`src/rtl/mulb_ctrl_pkg.sv`:
```
// rtl/mulb_ctrl_pkg.sv - shared types and widths for the baseline multiply sequencer
package mulb_ctrl_pkg;

  typedef enum logic [1:0] {
    IDLE   = 2'd0,
    STREAM = 2'd1,
    DRAIN  = 2'd2
  } mulb_state_e;

  localparam int PERF_W = 32;

endpackage

```
`src/rtl/mulb_valid_pipe.sv`:
```
// rtl/mulb_valid_pipe.sv - two-stage valid/last tracker for input and product registers
module mulb_valid_pipe (
  input  logic clk,
  input  logic rst_n,
  input  logic adv_i,
  input  logic load_i,
  input  logic last_i,
  output logic v1_o,
  output logic v2_o,
  output logic l1_o,
  output logic l2_o
);

  logic v1_q, v2_q, l1_q, l2_q;

  always_ff @(posedge clk or negedge rst_n) begin
    if (!rst_n) begin
      v1_q <= 1'b0;
      v2_q <= 1'b0;
      l1_q <= 1'b0;
      l2_q <= 1'b0;
    end else if (adv_i) begin
      v2_q <= v1_q;
      l2_q <= l1_q;
      v1_q <= load_i;
      l1_q <= load_i && last_i;
    end
  end

  assign v1_o = v1_q;
  assign v2_o = v2_q;
  assign l1_o = l1_q;
  assign l2_o = l2_q;

endmodule

```
`src/rtl/mul_baseline_ctrl.sv`:
```
// rtl/mul_baseline_ctrl.sv - sequencer for in_reg -> weight x input -> out_reg datapath
// Optional performance counters are built only when MULB_PERF_CNT_EN is defined.
module mul_baseline_ctrl
  import mulb_ctrl_pkg::*;
#(
  parameter int CNT_W = 16
) (
  input  logic              clk,
  input  logic              rst_n,
  input  logic              w_valid,
  output logic              w_ready,
  input  logic              in_valid,
  input  logic              in_last,
  output logic              in_ready,
  output logic              in_reg_en,
  output logic              weight_reg_en,
  output logic              prod_reg_en,
  output logic              out_valid,
  output logic              out_last,
  input  logic              out_ready,
  output logic              busy,
  output logic [CNT_W-1:0]  batch_cnt,
  output logic [PERF_W-1:0] perf_busy_cyc,
  output logic [PERF_W-1:0] perf_stall_cyc
);

  mulb_state_e state_q, state_d;
  logic v1, v2, l1, l2;
  logic adv, in_hs, out_hs;
  logic [CNT_W-1:0] cnt_q, cnt_d, cnt_base;
  logic last_done_q;

  assign adv    = !(v2 && !out_ready);
  assign in_hs  = in_valid && in_ready;
  assign out_hs = v2 && out_ready;

  mulb_valid_pipe u_pipe (
    .clk    (clk),
    .rst_n  (rst_n),
    .adv_i  (adv),
    .load_i (in_hs),
    .last_i (in_last),
    .v1_o   (v1),
    .v2_o   (v2),
    .l1_o   (l1),
    .l2_o   (l2)
  );

  always_ff @(posedge clk or negedge rst_n) begin
    if (!rst_n) state_q <= IDLE;
    else        state_q <= state_d;
  end

  // Weight is only taken once the input stage is empty so in-flight products keep a stable operand.
  always_comb begin
    state_d  = state_q;
    w_ready  = 1'b0;
    in_ready = 1'b0;
    case (state_q)
      IDLE: begin
        w_ready = !v1;
        if (w_valid && !v1) state_d = STREAM;
      end
      STREAM: begin
        in_ready = adv;
        if (in_valid && adv && in_last) state_d = DRAIN;
      end
      DRAIN: begin
        if (!v1) state_d = IDLE;
      end
      default: state_d = IDLE;
    endcase
  end

  assign in_reg_en     = in_hs;
  assign prod_reg_en   = adv && v1;
  assign weight_reg_en = w_valid && w_ready;
  assign out_valid     = v2;
  assign out_last      = l2;
  assign busy          = (state_q != IDLE) || v1 || v2;

  // The count of a finished batch stays visible for one cycle before clearing.
  always_comb begin
    cnt_base = last_done_q ? '0 : cnt_q;
    cnt_d    = cnt_base;
    if (out_hs && (cnt_base != {CNT_W{1'b1}})) cnt_d = cnt_base + CNT_W'(1);
  end

  always_ff @(posedge clk or negedge rst_n) begin
    if (!rst_n) begin
      cnt_q       <= '0;
      last_done_q <= 1'b0;
    end else begin
      cnt_q       <= cnt_d;
      last_done_q <= out_hs && l2;
    end
  end

  assign batch_cnt = cnt_q;

`ifdef MULB_PERF_CNT_EN
  logic [PERF_W-1:0] perf_busy_q, perf_stall_q;

  always_ff @(posedge clk or negedge rst_n) begin
    if (!rst_n) begin
      perf_busy_q  <= '0;
      perf_stall_q <= '0;
    end else begin
      if (busy)             perf_busy_q  <= perf_busy_q + PERF_W'(1);
      if (v2 && !out_ready) perf_stall_q <= perf_stall_q + PERF_W'(1);
    end
  end

  assign perf_busy_cyc  = perf_busy_q;
  assign perf_stall_cyc = perf_stall_q;
`else
  assign perf_busy_cyc  = '0;
  assign perf_stall_cyc = '0;
`endif

endmodule

```
`config.mk`:
```
export PLATFORM = sky130hd
export DESIGN_NAME = mul_baseline_ctrl
export DESIGN_NICKNAME = d
export VERILOG_FILES = /design/src/rtl/mulb_ctrl_pkg.sv /design/src/rtl/mulb_valid_pipe.sv /design/src/rtl/mul_baseline_ctrl.sv
export SDC_FILE = /design/constraint.sdc
export NUM_CORES = 1
export LEC_CHECK = 0
export BUFFER_PORTS_ARGS = -buffer_cell sky130_fd_sc_hd__buf_2
export CAP_MARGIN = 0
export CORE_UTILIZATION = 44
export DETAILED_ROUTE_END_ITERATION = 10
export PLACE_DENSITY_LB_ADDON = 0.2
export SYNTH_ARGS = -nofsm -noshare
export SYNTH_HDL_FRONTEND = slang
export SYNTH_HIERARCHICAL = 1
export SYNTH_SLANG_ARGS = --single-unit
```
`constraint.sdc`:
```
create_clock -name clk -period 2 [get_ports clk]
set_clock_uncertainty 0.15 [all_clocks]
set_input_delay 0.1 -clock clk [delete_from_list [all_inputs] [get_ports clk]]
set_output_delay 0.1 -clock clk [all_outputs]
set_load 0.02 [all_outputs]
```
== Word level (Yosys, flattened, before mapping) ==
Cells that the tools add are included.

* Input bits: 6
* Logic and storage cells: 41
* Register bits after elaboration: 23
* Output and inout port bits: 88

* Equality and inequality tests: 6
* Reductions and logical operators: 19
* Add/subtract/negate cells: 1
* Muxes and demuxes: 8

{| class="wikitable"
|+ Operators with widths
! kind !! number
|-
| $mux W16 || 2
|-
| $add A16 B1 Y16 const B || 1
|-
| $ne A16 B16 Y1 const B || 1
|-
| $logic_and A1 B1 Y1 || 11
|-
| $mux W2 || 3
|-
| $ne A2 B2 Y1 const B || 3
|-
| $pmux W2 S3 || 1
|-
| $logic_not A1 Y1 || 3
|-
| $reduce_and A3 Y1 || 1
|-
| $eq A2 B1 Y1 const B || 1
|-
| $eq A2 B2 Y1 const B || 1
|-
| $logic_not A2 Y1 || 1
|-
| $logic_or A1 B1 Y1 || 2
|-
| $mux W1 || 2
|-
| $reduce_bool A2 Y1 || 1
|}

== Depth between registers and ports, before layout ==
* Word-level depth: 7
* Depth in mapped cells: 5
* Depth with buffers taken out: 5

== By module ==
The synthesis kept the hierarchy.

{| class="wikitable"
|+ By module, submodules not included
! module !! times used !! area each (um^2) !! sequential area each (um^2) !! cells an instance
|-
| mul_baseline_ctrl || 1 || 1462.7 || 475.5 || 172
|-
| mulb_valid_pipe || 1 || 147.6 || 100.1 || 10
|}

== Worst setup path before layout ==
No wires, ideal clock.

* Kind: register -> register
* From: register cnt_q[0], in the netlist batch_cnt[0]
* To: register cnt_q[10], in the netlist batch_cnt[10]
* Clock period less this slack: 1961 ps
* Path slack: 39 ps
* Path buffers: 0
* Required time: 1723 ps
* Arrival time: 1684 ps
* Cell stages (with the launch flop): 5
* Setup time: 127 ps
* Path through: dfrtp_1 > nand4_4 > or4_2 > a211oi_1 > a21oi_1

* Longest elaborated chain between the ends: 4
* Elaborated cells on any way between the ends: 5
* Those cells by class: add/sub: 1; eq/ne: 1; mux: 2; reduce/logical: 1

{| class="wikitable"
|+ RTL lines
! what !! line !! RTL
|-
| start, declared || mul_baseline_ctrl.sv:30 || <nowiki>logic [CNT_W-1:0] cnt_q, cnt_d, cnt_base;</nowiki>
|-
| start signal, assigned || mul_baseline_ctrl.sv:94 || <nowiki>cnt_q <= cnt_d;</nowiki>
|-
| $mux W16 (*) || mul_baseline_ctrl.sv:84 || <nowiki>cnt_base = last_done_q ? '0 : cnt_q;</nowiki>
|-
| parallel branches: the longest is 2 deep, another holds $add A16 B1 Y16 || -- ||
|-
| $mux W16 (*) || mul_baseline_ctrl.sv:86 || <nowiki>if (out_hs && (cnt_base != {CNT_W{1'b1}})) cnt_d = cnt_base + CNT_W'(1);</nowiki>
|-
| via cnt_d[10] || mul_baseline_ctrl.sv:30 ||
|}

Mark *: on every way through the listed nets, which the timed path passes.
A chain may end at the register's enable or synchronous reset.

== Final worst setup path ==
* From: register cnt_q[11], in the netlist batch_cnt[11]
* To: register cnt_q[14], in the netlist batch_cnt[14]

Same word-level chain as after synthesis.

==> results.sh <==
export IMPL_wl_mm=3.004
export IMPL_fp_dieH_um=62.50
export IMPL_p_leak_uw=0.0008989
export IMPL_syn_to_final_growth_pct=8.625
export IMPL_synth_xor_area_frac=0
export IMPL_synth_fa_ha_area_frac=0
export IMPL_path_max_fanout=5
export IMPL_clock_latency_ps=310
export IMPL_synthesis_area_per_instance_um2=8.848
export IMPL_synth_compound_area_frac=0.08780
export IMPL_required_ps=2090
export IMPL_total_power_uw=1792
export IMPL_maxCapViolations=0
export IMPL_period_needed_ps=1953
export IMPL_drc=0
export IMPL_peakVddDrop_mv=0.4763
export IMPL_path_class="reg -> reg"
export IMPL_drive_gt1_frac=0.2478
export IMPL_dieArea_mm2=0.003906
export IMPL_synthSimpleGateAreaFrac=0.2152
export IMPL_instances_no_fill=276
export IMPL_first_global_vias=1042
export IMPL_coreArea_mm2=0.003416
export IMPL_drt_pre_antenna_iters=4
export IMPL_place_area_mm2=0.001640
export IMPL_grt_use_met3=0.03102
export IMPL_worstPathArrival_ps=2040
export IMPL_status="finished, final reports clean"
export IMPL_hpwl_mm=2.191
export IMPL_cellPowerDensity_mw_per_mm2=1025
export IMPL_yosysSeqAreaShare=0.3574
export IMPL_setup_ws_ps=47.24
export IMPL_viasPerCell=4.467
export IMPL_synth_area_mm2=0.001610
export IMPL_place_congestion=0.8288
export IMPL_cts_tree="done"
export IMPL_grt_usage=0.1547
export IMPL_synth_top_family_by_area="buffers and inverters"
export IMPL_cts_max_level=1
export IMPL_ant_nets=0
export IMPL_yosysWarningCount=6
export IMPL_synth_seq_cells=23
export IMPL_ios=94
export IMPL_initial_core_util=0.4714
export IMPL_cts_sinks=23
export IMPL_dp_slack_ps=70.02
export IMPL_grt_overflow_total=0
export IMPL_final_nets=237
export IMPL_design_area_mm2=0.001749
export IMPL_grt_max_degree=24
export IMPL_busiest_layer="met2"
export IMPL_wire_per_inst_um=10.88
export IMPL_report_final_slew_viol_count=0
export IMPL_grt_first_pass_wirelength_mm=4.816
export IMPL_startpoint_type="flop"
export IMPL_synth_mux_area_frac=0.02720
export IMPL_grt_use_met1=0.1936
export IMPL_antenna_found_initial=0
export IMPL_finalSetupViolCount=0
export IMPL_endpoint_kind="flop"
export IMPL_finalCritPeriodShare=0.9764
export IMPL_drt_iter0_markers=29
export IMPL_clkSlewWorstSetupHoldPaths_ps=120
export IMPL_max_freq_mhz=512.1
export IMPL_n_antenna_cell=0
export IMPL_via_count=1233
export IMPL_placedCellCount=265
export IMPL_numCtsBuffers=3
export IMPL_die_w_um=62.50
export IMPL_synthCells=182
export IMPL_final_hold_viol_count=0
export IMPL_min_path_type="in -> async"
export IMPL_setup_tns_final_ps=0
export IMPL_worstMarginPinSlew_ps=513.8
export IMPL_clock_path_buffers=2
export IMPL_ys_types=33
export IMPL_num_rows=21
export IMPL_port_buffers=29
export IMPL_met2_usage=0.2582
export IMPL_cts_root_buffer="clkbuf_4"
export IMPL_relSlewSlack=0.6575
## report_power, final
group          switching [uW]  internal [uW]  leakage (uW)  total (uW)
Clock                     140           78.1     0.0000150         218
Combinational             549            303      0.000587         853
Sequential                133            588      0.000296         721
Total                     823            970      0.000899        1790
## layout make-up
| type | instances | area (um^2) |
|---|---|---|
| Tap cell | 46 | 57.56 |
| Sequential cell | 23 | 579.3 |
| Clock buffer | 4 | 26.28 |
| Timing Repair Buffer | 46 | 285.3 |
| Multi-Input combinational cell | 153 | 785.8 |
| Fill cell | 357 | 1667 |
| Inverter | 4 | 15.01 |
## critical path, cell delays in order (launching register included)
cell and delay [ps]:
dfrtp_1 410, nand4_1 260, or4_4 580, or4_1 400, o21ai_0 80
## synth_stat cells, drive strengths merged
cell type | count | area (um^2)
or3 | 1 | 6.260
nand3b | 1 | 7.510
and2 | 4 | 25.02
clkinv | 1 | 3.750
dfrtp | 23 | 575.6
o21ai | 6 | 30.03
nand2 | 8 | 30.03
nor3 | 9 | 45.04
o21a | 1 | 7.510
or2 | 1 | 6.260
conb | 1 | 3.750
o211ai | 1 | 7.510
nand4b | 1 | 8.760
mux2i | 1 | 10.01
nor2 | 9 | 33.78
nor2b | 1 | 6.260
mux2 | 3 | 33.78
and3 | 3 | 20.02
a211oi | 4 | 30.03
buf | 65 | 484.2
a31oi | 5 | 31.28
nand4 | 2 | 27.53
nand2b | 5 | 31.28
nor4 | 3 | 18.77
nand3 | 9 | 45.04
a21oi | 7 | 35.03
or4 | 4 | 35.03
inv | 3 | 11.26
## kinds of logic (layout without fill, tap and decap cells)
group / count (synthesis) / after routing
muxes: 4 / 4
AOI/OAI and AO/OA: 24 / 24
DFF: 23 / 23
buffers and inverters: 69 / 54
other: 1 / 64
and+or+nand+nor: 61 / 61
## worst paths after layout
check	depth (start not counted)	to	start	slack, ps
setup / recovery	4	batch_cnt[14]	batch_cnt[11]	50
hold / removal	2	batch_cnt[5]	rst_n	130
setup reg to reg	4	batch_cnt[14]	batch_cnt[11]	50
hold reg to reg	1	u_pipe/l2_o	u_pipe/l1_o	370
max in group asynchronous	2	batch_cnt[2]	rst_n	1200
min in group clk	1	u_pipe/l2_o	u_pipe/l1_o	370
## sequential cells by signal (all words and copies together) (netlist names)
| register | flops |
|---|---|
| batch_cnt | 16 |
| last_done_q | 1 |
| state_q | 2 |
| u_pipe/l1_o | 1 |
| u_pipe/l2_o | 1 |
| u_pipe/v1_o | 1 |
| u_pipe/v2_o | 1 |
## layout by cell type, fill, tap and decap left out, types with 3 or more instances in the layout
master,netlist,routed
a21oi_1,7,7
and2_1,4,4
inv_1,3,3
clkbuf_4,0,3
nand2_1,8,8
nand2b_1,5,5
nand3_1,9,8
a31oi_1,5,5
nor2_1,9,9
dlygate4sd3_1,0,5
a211oi_1,4,4
mux2_2,3,3
conb_1,1,64
buf_2,0,29
nor3_1,9,9
dfrtp_2,0,3
o21ai_0,6,5
buf_4,64,12
dfrtp_1,23,20
## per-layer routing
layer / wire length (um) / up-vias / part of all wire
met1: 1265 / 575 / 0.42
met3: 169 / 7 / 0.056
met4: 48 / 0 / 0.016
met5: 0 / - / 0
met2: 1521 / 57 / 0.51
li1: - / 594 / -
## repair_timing
item | in CTS | in global routing
endpoints found under the setup margin | 0 | 6
endpoints found under the hold margin | 27 | 0
buffers inserted | 0 | 2
gates resized for setup | 0 | 7
hold buffers | 5 | 0
## through the flow
stage,hold WS [ps],utilization
after global placement,-44.24,0.4802
final,129.0,0.5121
after global routing,170.2,0.5121
after CTS,138.9,0.5026
after floorplan,-345.6,-
after detailed placement,-45.82,0.4802
(Power assumes the default switching activity.)
